**config.mk**
```make
export PLATFORM = sky130hd
export DESIGN_NAME = pe_mac_param
export DESIGN_NICKNAME = d
export VERILOG_FILES = /design/src/rtl/pe_mac_param.sv
export SDC_FILE = /design/constraint.sdc
export NUM_CORES = 1
export LEC_CHECK = 0
export ABC_CLOCK_PERIOD_IN_PS = 13400
export CAP_MARGIN = 25
export CORE_MARGIN = 2
export CORE_UTILIZATION = 48
export CTS_CLUSTER_SIZE = 30
export DETAILED_ROUTE_END_ITERATION = 10
export PLACE_DENSITY = 0.68
export SLEW_MARGIN = 20
export SYNTH_ARGS = -nofsm -noshare
export SYNTH_HDL_FRONTEND = slang
export SYNTH_SLANG_ARGS = --single-unit
export TNS_END_PERCENT = 30
```
**constraint.sdc**
```tcl
create_clock -name clk_i -period 13.4 [get_ports clk_i]
set_input_delay 2.68 -clock clk_i [delete_from_list [all_inputs] [get_ports clk_i]]
set_output_delay 2.68 -clock clk_i [all_outputs]
set_load 0.005 [all_outputs]
```
**src/rtl/pe_mac_param.sv**
```systemverilog
// pe_mac_param: parametrised systolic MAC PE with operand forwarding, saturation and a drain FIFO
module pe_mac_param #(
  parameter int DATA_WIDTH  = 8,
  parameter int ACC_WIDTH   = 24,
  parameter bit SIGNED      = 1,
  parameter bit SATURATE    = 1,
  parameter int DRAIN_DEPTH = 2
) (
  input  logic                  clk_i,
  input  logic                  rst_i,
  input  logic                  en_i,
  input  logic [DATA_WIDTH-1:0] a_data_i,
  input  logic                  a_valid_i,
  input  logic                  a_last_i,
  input  logic [DATA_WIDTH-1:0] b_data_i,
  input  logic                  b_valid_i,
  input  logic                  b_last_i,
  output logic [DATA_WIDTH-1:0] a_data_o,
  output logic                  a_valid_o,
  output logic                  a_last_o,
  output logic [DATA_WIDTH-1:0] b_data_o,
  output logic                  b_valid_o,
  output logic                  b_last_o,
  output logic [ACC_WIDTH-1:0]  drain_data_o,
  output logic                  drain_ovf_o,
  output logic                  drain_valid_o,
  input  logic                  drain_ready_i,
  output logic                  full_o,
  output logic                  err_o
);
  localparam int PW = DRAIN_DEPTH > 1 ? $clog2(DRAIN_DEPTH) : 1;
  localparam int CW = $clog2(DRAIN_DEPTH + 1);
  localparam int MSB = ACC_WIDTH - 1;
  logic [ACC_WIDTH-1:0]   r_acc;
  logic                   r_fresh;
  logic                   r_ovf;
  logic                   r_err;
  logic [ACC_WIDTH-1:0]   r_mem [DRAIN_DEPTH];
  logic [DRAIN_DEPTH-1:0] r_mem_ovf;
  logic [PW-1:0]          r_wptr;
  logic [PW-1:0]          r_rptr;
  logic [CW-1:0]          r_cnt;
  logic                   w_fire;
  logic                   w_close;
  logic                   w_pop;
  logic                   w_push_ok;
  logic                   w_drop;
  logic                   w_mismatch;
  logic signed [ACC_WIDTH-1:0] w_ext_s;
  logic [ACC_WIDTH-1:0]   w_ext_u;
  logic [ACC_WIDTH-1:0]   w_prod;
  logic [ACC_WIDTH-1:0]   w_base;
  logic [ACC_WIDTH:0]     w_sum;
  logic [ACC_WIDTH-1:0]   w_res;
  logic                   w_ovf;
  logic                   w_tile_ovf;
  always_comb begin
    w_fire        = en_i & a_valid_i & b_valid_i;
    w_close       = w_fire & a_last_i & b_last_i;
    w_mismatch    = w_fire & (a_last_i ^ b_last_i);
    drain_valid_o = r_cnt != '0;
    full_o        = r_cnt == CW'(DRAIN_DEPTH);
    drain_data_o  = r_mem[r_rptr];
    drain_ovf_o   = r_mem_ovf[r_rptr];
    err_o         = r_err;
    w_pop         = drain_valid_o & drain_ready_i;
    w_push_ok     = w_close & (!full_o | w_pop);
    w_drop        = w_close & full_o & !w_pop;
    w_ext_s       = $signed(a_data_i) * $signed(b_data_i);
    w_ext_u       = a_data_i * b_data_i;
    w_prod        = SIGNED ? w_ext_s : w_ext_u;
    w_base        = r_fresh ? '0 : r_acc;
    w_sum         = {1'b0, w_base} + {1'b0, w_prod};
    w_ovf         = SIGNED ? (w_base[MSB] == w_prod[MSB]) & (w_sum[MSB] != w_base[MSB]) : w_sum[ACC_WIDTH];
    // on signed overflow both addends share a sign, so the base sign picks the clamp direction
    w_res         = !(SATURATE && w_ovf) ? w_sum[ACC_WIDTH-1:0] :
                    !SIGNED ? '1 :
                    w_base[MSB] ? {1'b1, {(ACC_WIDTH-1){1'b0}}} : {1'b0, {(ACC_WIDTH-1){1'b1}}};
    w_tile_ovf    = r_ovf | w_ovf;
  end
  always_ff @(posedge clk_i) begin
    if (rst_i) begin
      a_data_o  <= '0;
      a_valid_o <= 1'b0;
      a_last_o  <= 1'b0;
      b_data_o  <= '0;
      b_valid_o <= 1'b0;
      b_last_o  <= 1'b0;
      r_acc     <= '0;
      r_fresh   <= 1'b1;
      r_ovf     <= 1'b0;
      r_err     <= 1'b0;
      r_mem     <= '{default: '0};
      r_mem_ovf <= '0;
      r_wptr    <= '0;
      r_rptr    <= '0;
      r_cnt     <= '0;
    end else begin
      if (en_i) begin
        a_data_o  <= a_data_i;
        a_valid_o <= a_valid_i;
        a_last_o  <= a_last_i;
        b_data_o  <= b_data_i;
        b_valid_o <= b_valid_i;
        b_last_o  <= b_last_i;
      end
      if (w_fire) begin
        r_acc   <= w_res;
        r_fresh <= w_close;
        r_ovf   <= w_close ? 1'b0 : w_tile_ovf;
      end
      if (w_push_ok) begin
        r_mem[r_wptr]     <= w_res;
        r_mem_ovf[r_wptr] <= w_tile_ovf;
        r_wptr            <= r_wptr == PW'(DRAIN_DEPTH - 1) ? '0 : r_wptr + 1'b1;
      end
      if (w_pop) r_rptr <= r_rptr == PW'(DRAIN_DEPTH - 1) ? '0 : r_rptr + 1'b1;
      r_cnt <= r_cnt + CW'(w_push_ok) - CW'(w_pop);
      if (w_drop | w_mismatch) r_err <= 1'b1;
    end
  end
endmodule

```
======== Word level (Yosys, flattened, before mapping) ========
Index checks and enable logic that the tools add are counted.
storage, ports and cells
  flip-flop bits (word level) ............. 101
  input bits .............................. 24
  output and inout port bits .............. 48
  word-level logic and storage cells ...... 69
operators by class
  $add $sub $neg .......................... 5
  $mul .................................... 1
  $lt $le $gt $ge ......................... 6
  eq/ne operators ......................... 3
  multiplexer cells ....................... 17
  bitwise logic cells ..................... 16
  reduce and logical (&&, ||, !) cells .... 5
operator list
  operator                                                               count
  24-bit 2-to-1 mux                                                      7
  48-bit bitwise mux                                                     1
  24-bit adder                                                           1
  24-bit demux with 1-bit select                                         1
  8-bit by 8-bit multiplier with 16-bit output                           1
  1-bit bitwise AND                                                      10
  1-bit 2-to-1 mux                                                       6
  2-bit greater-or-equal comparator (second input constant)              2
  1-bit by 2-bit < comparator with 1-bit output (second input constant)  2
  1-bit NOT with 2-bit output                                            2
  1-bit bitwise OR                                                       3
  1-bit adder (second input constant)                                    2
  2-bit by 1-bit adder with 2-bit output                                 1
  2-bit bitwise mux                                                      1
  2-bit == test (second input constant)                                  1
  1-bit logical AND                                                      2
  1-bit zero test                                                        2
  2-bit by 1-bit < comparator with 1-bit output (second input constant)  1
  2-bit nonzero test                                                     1
  2-bit by 1-bit subtractor with 2-bit output                            1
  1-bit demux with 1-bit select                                          1
  1-bit == test                                                          1
  1-bit greater-or-equal comparator (second input constant)              1
  1-bit inequality test                                                  1
  1-bit XOR                                                              1

======== Longest topological paths before layout ========
Gate-level depths: netlist of run 1.
  depth after elaboration ................. 7
  gate-level depth with buffers ........... 33

======== Worst setup path after synthesis of run 1 ========
Ideal clock, no wire load.
  path kind ............................... input to register
  start ................................... input b_data_i[3]
  end ..................................... register r_acc[10]
  setup time .............................. 0.137 ns
  data arrival time ....................... 9.285 ns
  data required time ...................... 13.263 ns
  setup slack ............................. 3.977 ns
  cell stages on the path ................. 30
  buffers on the path ..................... 4
  path through ............................ and2_1 > fa_1 > inv_1 > fa_1 > inv_1 > fa_1 > inv_1 > fa_1 > inv_1 > ha_1 > nand2_1 > nor3_2 > a21o_1 > buf_2 > and3_1 > nor2_2 > inv_1 > clkbuf_1 > ha_1 > clkbuf_1 > nand2_1 > inv_1 > a41o_1 > a41o_1 > or2_1 > o311ai_4 > nand3_2 > buf_4 > a21oi_1 > a211oi_1
between the ends
  word-level cells in the longest chain between the ends .. 5
  elaborated cells on any way between the ends .. 6
  classes of those cells .................. 1 x add/sub; 1 x mul; 2 x eq/ne; 1 x mux; 1 x bitwise
RTL lines
  what                                            line  text
  start: declaration                              15    input logic [DATA_WIDTH-1:0] b_data_i,
  8-bit by 8-bit multiplier with 16-bit output *  69    w_ext_s = $signed(a_data_i) * $signed(b_data_i);
  24-bit adder                                    73    w_sum = {1'b0, w_base} + {1'b0, w_prod};
  1-bit inequality test                           74    w_ovf = SIGNED ? (w_base[MSB] == w_prod[MSB]) & (w_sum[MSB] != w_base[MSB]) : w_sum[ACC_WIDTH];
  1-bit bitwise AND                               74
  24-bit 2-to-1 mux *                             76    w_res = !(SATURATE && w_ovf) ? w_sum[ACC_WIDTH-1:0] :
  end signal: assignment                          108   r_acc <= w_res;
  end: declaration                                34    logic [ACC_WIDTH-1:0] r_acc;
Mark *: on every way between the ends. The rest lies on a longest branch, timed or not.
A chain may end at the register's enable or synchronous reset.

======== Final worst setup path of run 1 ========
  start ................................... input b_data_i[4]
  end ..................................... register r_acc[4]
The elaborated chain is that of the path after synthesis.

==> impl_metrics.csv, run 1 <==
group,metric,value,unit
yosys,postSynthCellCount,932,
sta,setup_tns,0,ns
pwr,power_per_cell_area,211.0,mW/mm²
clock_network,cts.sinks,101,
global_route,grt_start_max_net_pins,76,
place,pre_cts_ws,1.987,ns
setup_path,ff2ff_setup_slack,8.64,ns
yosys,syn-num-nets,1061,
setup_path,crit_required,13.59,ns
clock_network,clk_pin_slew_worst_paths,0.08,ns
sta,rsz0062_at_grt,"false",
routing,first_pass_iters,4,
floorplan,die_y,132.9,µm
yosys,ys_seq_area_share,25.34,%
yosys,ys_warn_count,0,
worst_hold_path,holdCritPathClass,"flop to flop",
global_route,grt_pass1_vias,6383,
global_route,antenna_found_initial,0,
clock_network,cts_max_path_buffers,2,
layout,final_area,0.009168,mm²
floorplan,core,0.01641,mm²
routing,drt-initial-drc-count,380,
flow_run,cap_violations,0,
routing,final_antenna_net_count,0,
sta,worst_pin_slew,0.9974,ns
setup_path,r2r-end,"r_acc[4]",
floorplan,die_w,132.9,µm
yosys,synth_edf_count,0,
place,port_buffers,71,
setup_path,cpMostUsedCell,"inv_1",
setup_path,worstRegToRegCells,12,
routing,drcViolationCount,0,
setup_path,crit_path_end_kind,"flop",
sta,finalSetupViolations,0,
pwr,total_power,1934,µW
clock_network,cts_resized,0,
clock_network,cts_buffers,9,
pwr,leakage,0.003853,µW
sta,fin_worst_skew,0.01300,ns
sta,final_max_slew_viol_count,0,
clock_network,postCtsHoldBufs,0,
layout,insertedDiodeCount,0,
setup_path,crit_end,"r_acc[4]",
global_route,overflow,0,
setup_path,critical_path_buf_inv_count,7,
clock_network,clkLatencyLatePin,0.35,ns
setup_path,max_stage_delay,0.66,ns
setup_path,critPathLaunch,"b_data_i[4]",
yosys,synth.avg_cell_area,8.562,µm²
floorplan,die_area,0.01767,mm²
clock_network,htreeDepth,3,
routing,vias,6402,
setup_path,crit_arrival,11.26,ns
pwr,peakVddDrop,0.1598,mV
layout,nets,1105,
layout,syn_to_final_growth,14.88,%
sta,hold_viol_final,0,
setup_path,path_class,"input port to flop",
global_route,grt_pass1_wl,31.02,mm
sta,relSlewSlack,33.42,%
floorplan,row_count,47,
setup_path,timing.rr.start,"r_fresh",
sta,period_share,82.63,%
place,gp_congestion,0.8779,
setup_path,critPathTopFamily,"adder cells",
routing,vias_per_cell,5.331,
setup_path,crit_cells,27,
yosys,yosys_register_bits,101,
place,hpwl,13.04,mm
status,outcome,"finished clean",
yosys,async_flop_share,0,%
clock_network,tritoncts,"yes",
yosys,syn-cell-area,0.007980,mm²
setup_path,worstPathMaxFanout,28,
sta,fmax,0.09031,GHz
clock_network,cts_setup_buffers,0,
place,placed_area,0.008850,mm²
global_route,track_usage,21.22,%
sta,fin_ws,2.327,ns
routing,routed_wl,17.87,mm
floorplan,boundaryPins,72,
yosys,synthDistinctLibCells,57,
setup_path,start_kind,"input port",
routing,wire_per_inst,14.88,µm
yosys,ys.flop_type,"dfxtp_1",
layout,final_layout_size_suffix_gt1_share,6.626,%
sta,finalCriticalPeriod,11.07,ns
clock_network,root_buffer,"clkbuf_16",
setup_path,cp_slowest_cell,"fa_1",
floorplan,start_util,48.64,%
-- sequential cells by signal, summed over array words and instances, names as in the netlist --
signal / count
r_acc: 24
r_ovf: 1
b_valid_o: 1
r_mem_ovf: 2
r_fresh: 1
r_cnt: 2
r_rptr: 1
err_o: 1
a_last_o: 1
a_valid_o: 1
b_last_o: 1
a_data_o: 8
r_wptr: 1
r_mem: 48
b_data_o: 8
-- metal layers --
metal,track usage [%],vias up,share of wire [%]
li1,-,3267,-
met1,29.77,3038,49
met2,35.46,88,48
met3,2.759,9,2.7
met4,3.823,0,0.73
met5,0,-,0
-- cells by family (layout without fill, tap and decap cells) --
group                      after synthesis  after routing  share of synthesized area, %
buffers and inverters                  144            193                         6.993
adders and majority gates              106            106                         21.86
DFF                                    101            101                         25.34
xor gates and xnor gates                38             38                         4.171
AOI/OAI and AO/OA                      230            230                         18.50
muxes                                   49             49                         6.554
and+or+nand+nor                        264            264                         16.59
-- how the worst min path moves through the flow --
stage,start,to,slack (ns),cells past startpoint
2_1_floorplan,r_acc[14],r_acc[14],0.43,2
3_3_place_gp,r_acc[6],r_acc[6],0.44,2
3_5_place_dp,r_acc[9],r_acc[9],0.45,2
4_1_cts,r_acc[9],r_acc[9],0.46,2
5_1_grt,r_acc[14],r_acc[14],0.48,2
6_report,r_acc[9],r_acc[9],0.45,2
-- cell type report --
cell class              instances  area, µm²
clock inverters                 7      92.59
flip-flops and latches        101       2022
fillers                      1500       7239
multi-input cells             687       5423
well taps                     220      275.3
inverters                      99      371.6
clock buffers                   9      225.2
repair buffers                 78      758.2
-- worst reg2reg max path, cell delays in order (launching register included) --
cell	delay [ns]
dfxtp_1	0.98
nor2b_1	0.19
ha_1	0.35
a211oi_1	0.26
o21ai_0	0.20
nand4_1	0.20
nand2_1	0.14
a311o_1	0.37
or2_1	0.30
o311ai_4	0.42
nand3_2	0.61
a21oi_1	0.47
a211oi_1	0.11
-- metrics by stage --
| step | instances | hold slack, ns | util [%] |
|---|---|---|---|
| final | 1201 | 0.4550 | 55.88 |
| after global routing | 1201 | 0.4789 | 55.88 |
| after CTS | 1201 | 0.4568 | 55.88 |
| after detailed placement | 1185 | 0.4458 | 53.94 |
| after global placement | 1185 | 0.4386 | 53.94 |
| after floorplan | 932 | 0.4318 | - |
-- cells in the final DEF, fill, tap and decap left out, types with 7 or more instances in the layout --
cell type / n
ha_1: 49
nand3_1: 13
dfxtp_1: 101
and2_1: 46
clkbuf_16: 9
a21oi_1: 75
inv_1: 99
nor2b_1: 40
o21ai_0: 44
o211ai_1: 13
fa_1: 56
buf_4: 7
nand2_1: 47
xor2_1: 7
nor2_1: 83
mux2_2: 26
a31oi_1: 7
nand2b_1: 7
a211oi_1: 45
mux2i_1: 23
clkdlybuf4s50_1: 70
xnor2_1: 31
-- synth_stat cells (31+ instances only) --
library cell | instances | share of area, %
dfxtp_1 | 101 | 25
inv_1 | 99 | 4.7
nor2_1 | 83 | 3.9
a21oi_1 | 75 | 4.7
fa_1 | 56 | 14
ha_1 | 49 | 7.7
nand2_1 | 47 | 2.2
and2_1 | 46 | 3.6
a211oi_1 | 45 | 4.2
o21ai_0 | 44 | 2.8
nor2b_1 | 40 | 3.1
clkbuf_1 | 36 | 1.7
xnor2_1 | 31 | 3.4
-- where the power goes --
group / leakage [µW] / internal (µW) / switching, µW
Clock: 0.000149 / 150 / 133
Sequential: 0.000822 / 318 / 10.2
Combinational: 0.00288 / 506 / 816
Power figures use the tool's default switching activity.
==> run 2: changes to the inputs <==
--- a/config.mk
+++ b/config.mk
@@ -5,13 +5,13 @@
 export SDC_FILE = /design/constraint.sdc
 export NUM_CORES = 1
 export LEC_CHECK = 0
-export ABC_CLOCK_PERIOD_IN_PS = 13400
+export ABC_CLOCK_PERIOD_IN_PS = 9050
 export CAP_MARGIN = 25
 export CORE_MARGIN = 2
 export CORE_UTILIZATION = 48
 export CTS_CLUSTER_SIZE = 30
 export DETAILED_ROUTE_END_ITERATION = 10
-export PLACE_DENSITY = 0.68
+export PLACE_DENSITY = 0.71
 export SLEW_MARGIN = 20
 export SYNTH_ARGS = -nofsm -noshare
 export SYNTH_HDL_FRONTEND = slang
==> constraint.sdc (replaced) <==
create_clock -name clk_i -period 9.05 [get_ports clk_i]
set_input_delay 1.81 -clock clk_i [delete_from_list [all_inputs] [get_ports clk_i]]
set_output_delay 1.81 -clock clk_i [all_outputs]
set_load 0.005 [all_outputs]
==> impl_metrics.csv, run 2 (synthesis gave the netlist of run 1 again) <==
group,metric,value,unit
setup_path,crit_arrival,8.78,ns
setup_path,path_class,"input port to flop",
pwr,netSwitchingFraction,47.97,%
sta,finalCriticalPeriod,8.559,ns
global_route,grt_start_max_net_pins,76,
clock_network,postCtsHoldBufs,0,
clock_network,cts.sinks,101,
status,outcome,"finished clean",
pwr,total_power,3086,µW
sta,period_share,94.58,%
setup_path,cpMostUsedCell,"a21oi_1",
pwr,comb_power_share,71.1,%
sta,relSlewSlack,44.62,%
layout,final_layout_size_suffix_gt1_share,11.70,%
place,gp_congestion,0.9023,
clock_network,clkLatencyLatePin,0.36,ns
floorplan,die_w,132.9,µm
routing,first_pass_iters,5,
setup_path,start_kind,"input port",
clock_network,cts_max_path_buffers,2,
global_route,grt_pass1_vias,6540,
layout,largest_register_ffs,48,
clock_network,htreeDepth,3,
routing,routed_wl,18.33,mm
routing,dr_wl_met3,643,µm
routing,vias,6668,
setup_path,crit_required,9.27,ns
global_route,track_usage,21.53,%
place,port_buffers,71,
pwr,p_int,1606,µW
routing,highest_layer,"met4",
routing,final_antenna_net_count,0,
flow_run,cap_violations,0,
routing,drt-initial-drc-count,479,
floorplan,start_util,48.64,%
routing,wl_met2,8.906,mm
clock_network,tritoncts,"yes",
layout,utilization,58.22,%
pwr,clockPowerShare,13.2,%
global_route,antenna_found_initial,0,
setup_path,crit_path_end_kind,"flop",
sta,fin_worst_skew,0.009307,ns
pwr,leakage,0.004121,µW
floorplan,row_count,47,
global_route,grt_pass1_wl,31.18,mm
setup_path,max_stage_delay,0.53,ns
floorplan,die_y,132.9,µm
layout,nFillCells,1453,
setup_path,worstPathMaxFanout,6,
sta,finalSetupViolations,0,
layout,nets,1141,
sta,fmax,0.1168,GHz
pwr,seqPwrFrac,15.7,%
sta,final_max_slew_viol_count,0,
layout,final_common_cell,"dfxtp_1",
layout,top_register,"r_mem",
clock_network,root_buffer,"clkbuf_16",
sta,worst_pin_slew,0.8307,ns
global_route,overflow,0,
pwr,peakVddDrop,0.2916,mV
floorplan,core,0.01641,mm²
floorplan,die_area,0.01767,mm²
layout,insertedDiodeCount,0,
clock_network,clk_pin_slew_worst_paths,0.07,ns
layout,syn_to_final_growth,19.71,%
worst_hold_path,holdCritPathClass,"flop to flop",
layout,layout_common_cells,"101 x dfxtp_1, 99 x inv_1, 83 x nor2_1, 62 x clkdlybuf4s50_1, 60 x a21oi_1",
sta,hold_viol_final,0,
pwr,power.switching,1480,µW
setup_path,cp_slowest_cell,"fa_1",
clock_network,cts_buffers,9,
place,hpwl,13.75,mm
routing,drcViolationCount,0,
pwr,power_per_cell_area,323.1,mW/mm²
routing,vias_per_cell,5.390,
floorplan,boundaryPins,72,
sta,setup_tns,0,ns
layout,reg.largest.list,"r_mem (48), r_acc (24)",
routing,wire_per_inst,14.82,µm
routing,met1_length,8.519,mm
==> run 2: changes by cell type in the layout (fill, tap and decap cells not counted), sizes merged <==
cell / delta
dlymetal6s2s: +8
buf: +36
clkinvlp: -1
clkdlybuf4s50: -8
clkbuf: +1
==> run 2: layer usage <==
layer / global-route usage (%) / vias up
li1: - / 3348
met1: 29.08 / 3185
met2: 36.27 / 116
met3: 2.644 / 19
met4: 6.272 / 0
met5: 0 / -
==> run 2: repair_timing <==
action,CTS,global route
setup endpoints to repair,0,72
buffers inserted,0,0
gates resized for setup,0,32
==> run 2: layout make-up <==
class | count | area, µm² | share of cell area [%]
clock buffers | 10 | 229.0 | 2.397
clock inverters | 6 | 77.57 | 0.8120
inverters | 99 | 371.6 | 3.890
multi-input cells | 687 | 5504 | 57.62
flip-flops and latches | 101 | 2022 | 21.17
well taps | 220 | 275.3 | 2.881
repair buffers | 114 | 1074 | 11.24
==> run 2: power groups by stage <==
stage / combinational, µW / clock, µW / sequential [µW]
finish: 2200 / 406 / 485
global route: 2460 / 427 / 487
CTS: 2110 / 413 / 485
detailed placement: 2090 / 0 / 495
global placement: 2090 / 0 / 495
floorplan: 1560 / 0 / 492
==> run 2: worst max-delay path, delay by kind of cell <==
kind	cells	cell delay, ns
AO/OA/AOI/OAI	14	2.54
adder cells (fa/ha/maj)	7	2.44
buffers and inverters	5	0.98
AND/OR/NAND/NOR	6	0.87
XOR/XNOR	1	0.14
==> run 2: path summary, 6_finish.rpt <==
check | start | to | slack, ns | cells past startpoint
max | b_data_i[2] | r_acc[19] | 0.49 | 33
max reg2reg | r_fresh | r_acc[19] | 5.28 | 14
min reg2reg | r_acc[6] | r_acc[6] | 0.45 | 2
min | r_acc[6] | r_acc[6] | 0.45 | 2
==> run 2: through the flow <==
step                      hold slack, ns  area, µm²  std cells  setup WS (ns)
after global routing              0.4725       9553       1237       -0.01368
after global placement            0.4388       9133       1221         0.1149
after detailed placement          0.4435       9133       1221        0.01204
after CTS                         0.4538       9439       1237         0.3215
final                             0.4502       9553       1237         0.4907
after floorplan                   0.4318       7980        932         0.4975
==> run 3: changes to the inputs <==
--- a/config.mk
+++ b/config.mk
@@ -12,6 +12,7 @@
 export CTS_CLUSTER_SIZE = 30
 export DETAILED_ROUTE_END_ITERATION = 10
 export PLACE_DENSITY = 0.71
+export SKIP_LAST_GASP = 1
 export SLEW_MARGIN = 20
 export SYNTH_ARGS = -nofsm -noshare
 export SYNTH_HDL_FRONTEND = slang
==> results of run 3 <==
Same layout as run 2: the final DEF is identical, and so are final timing and power.
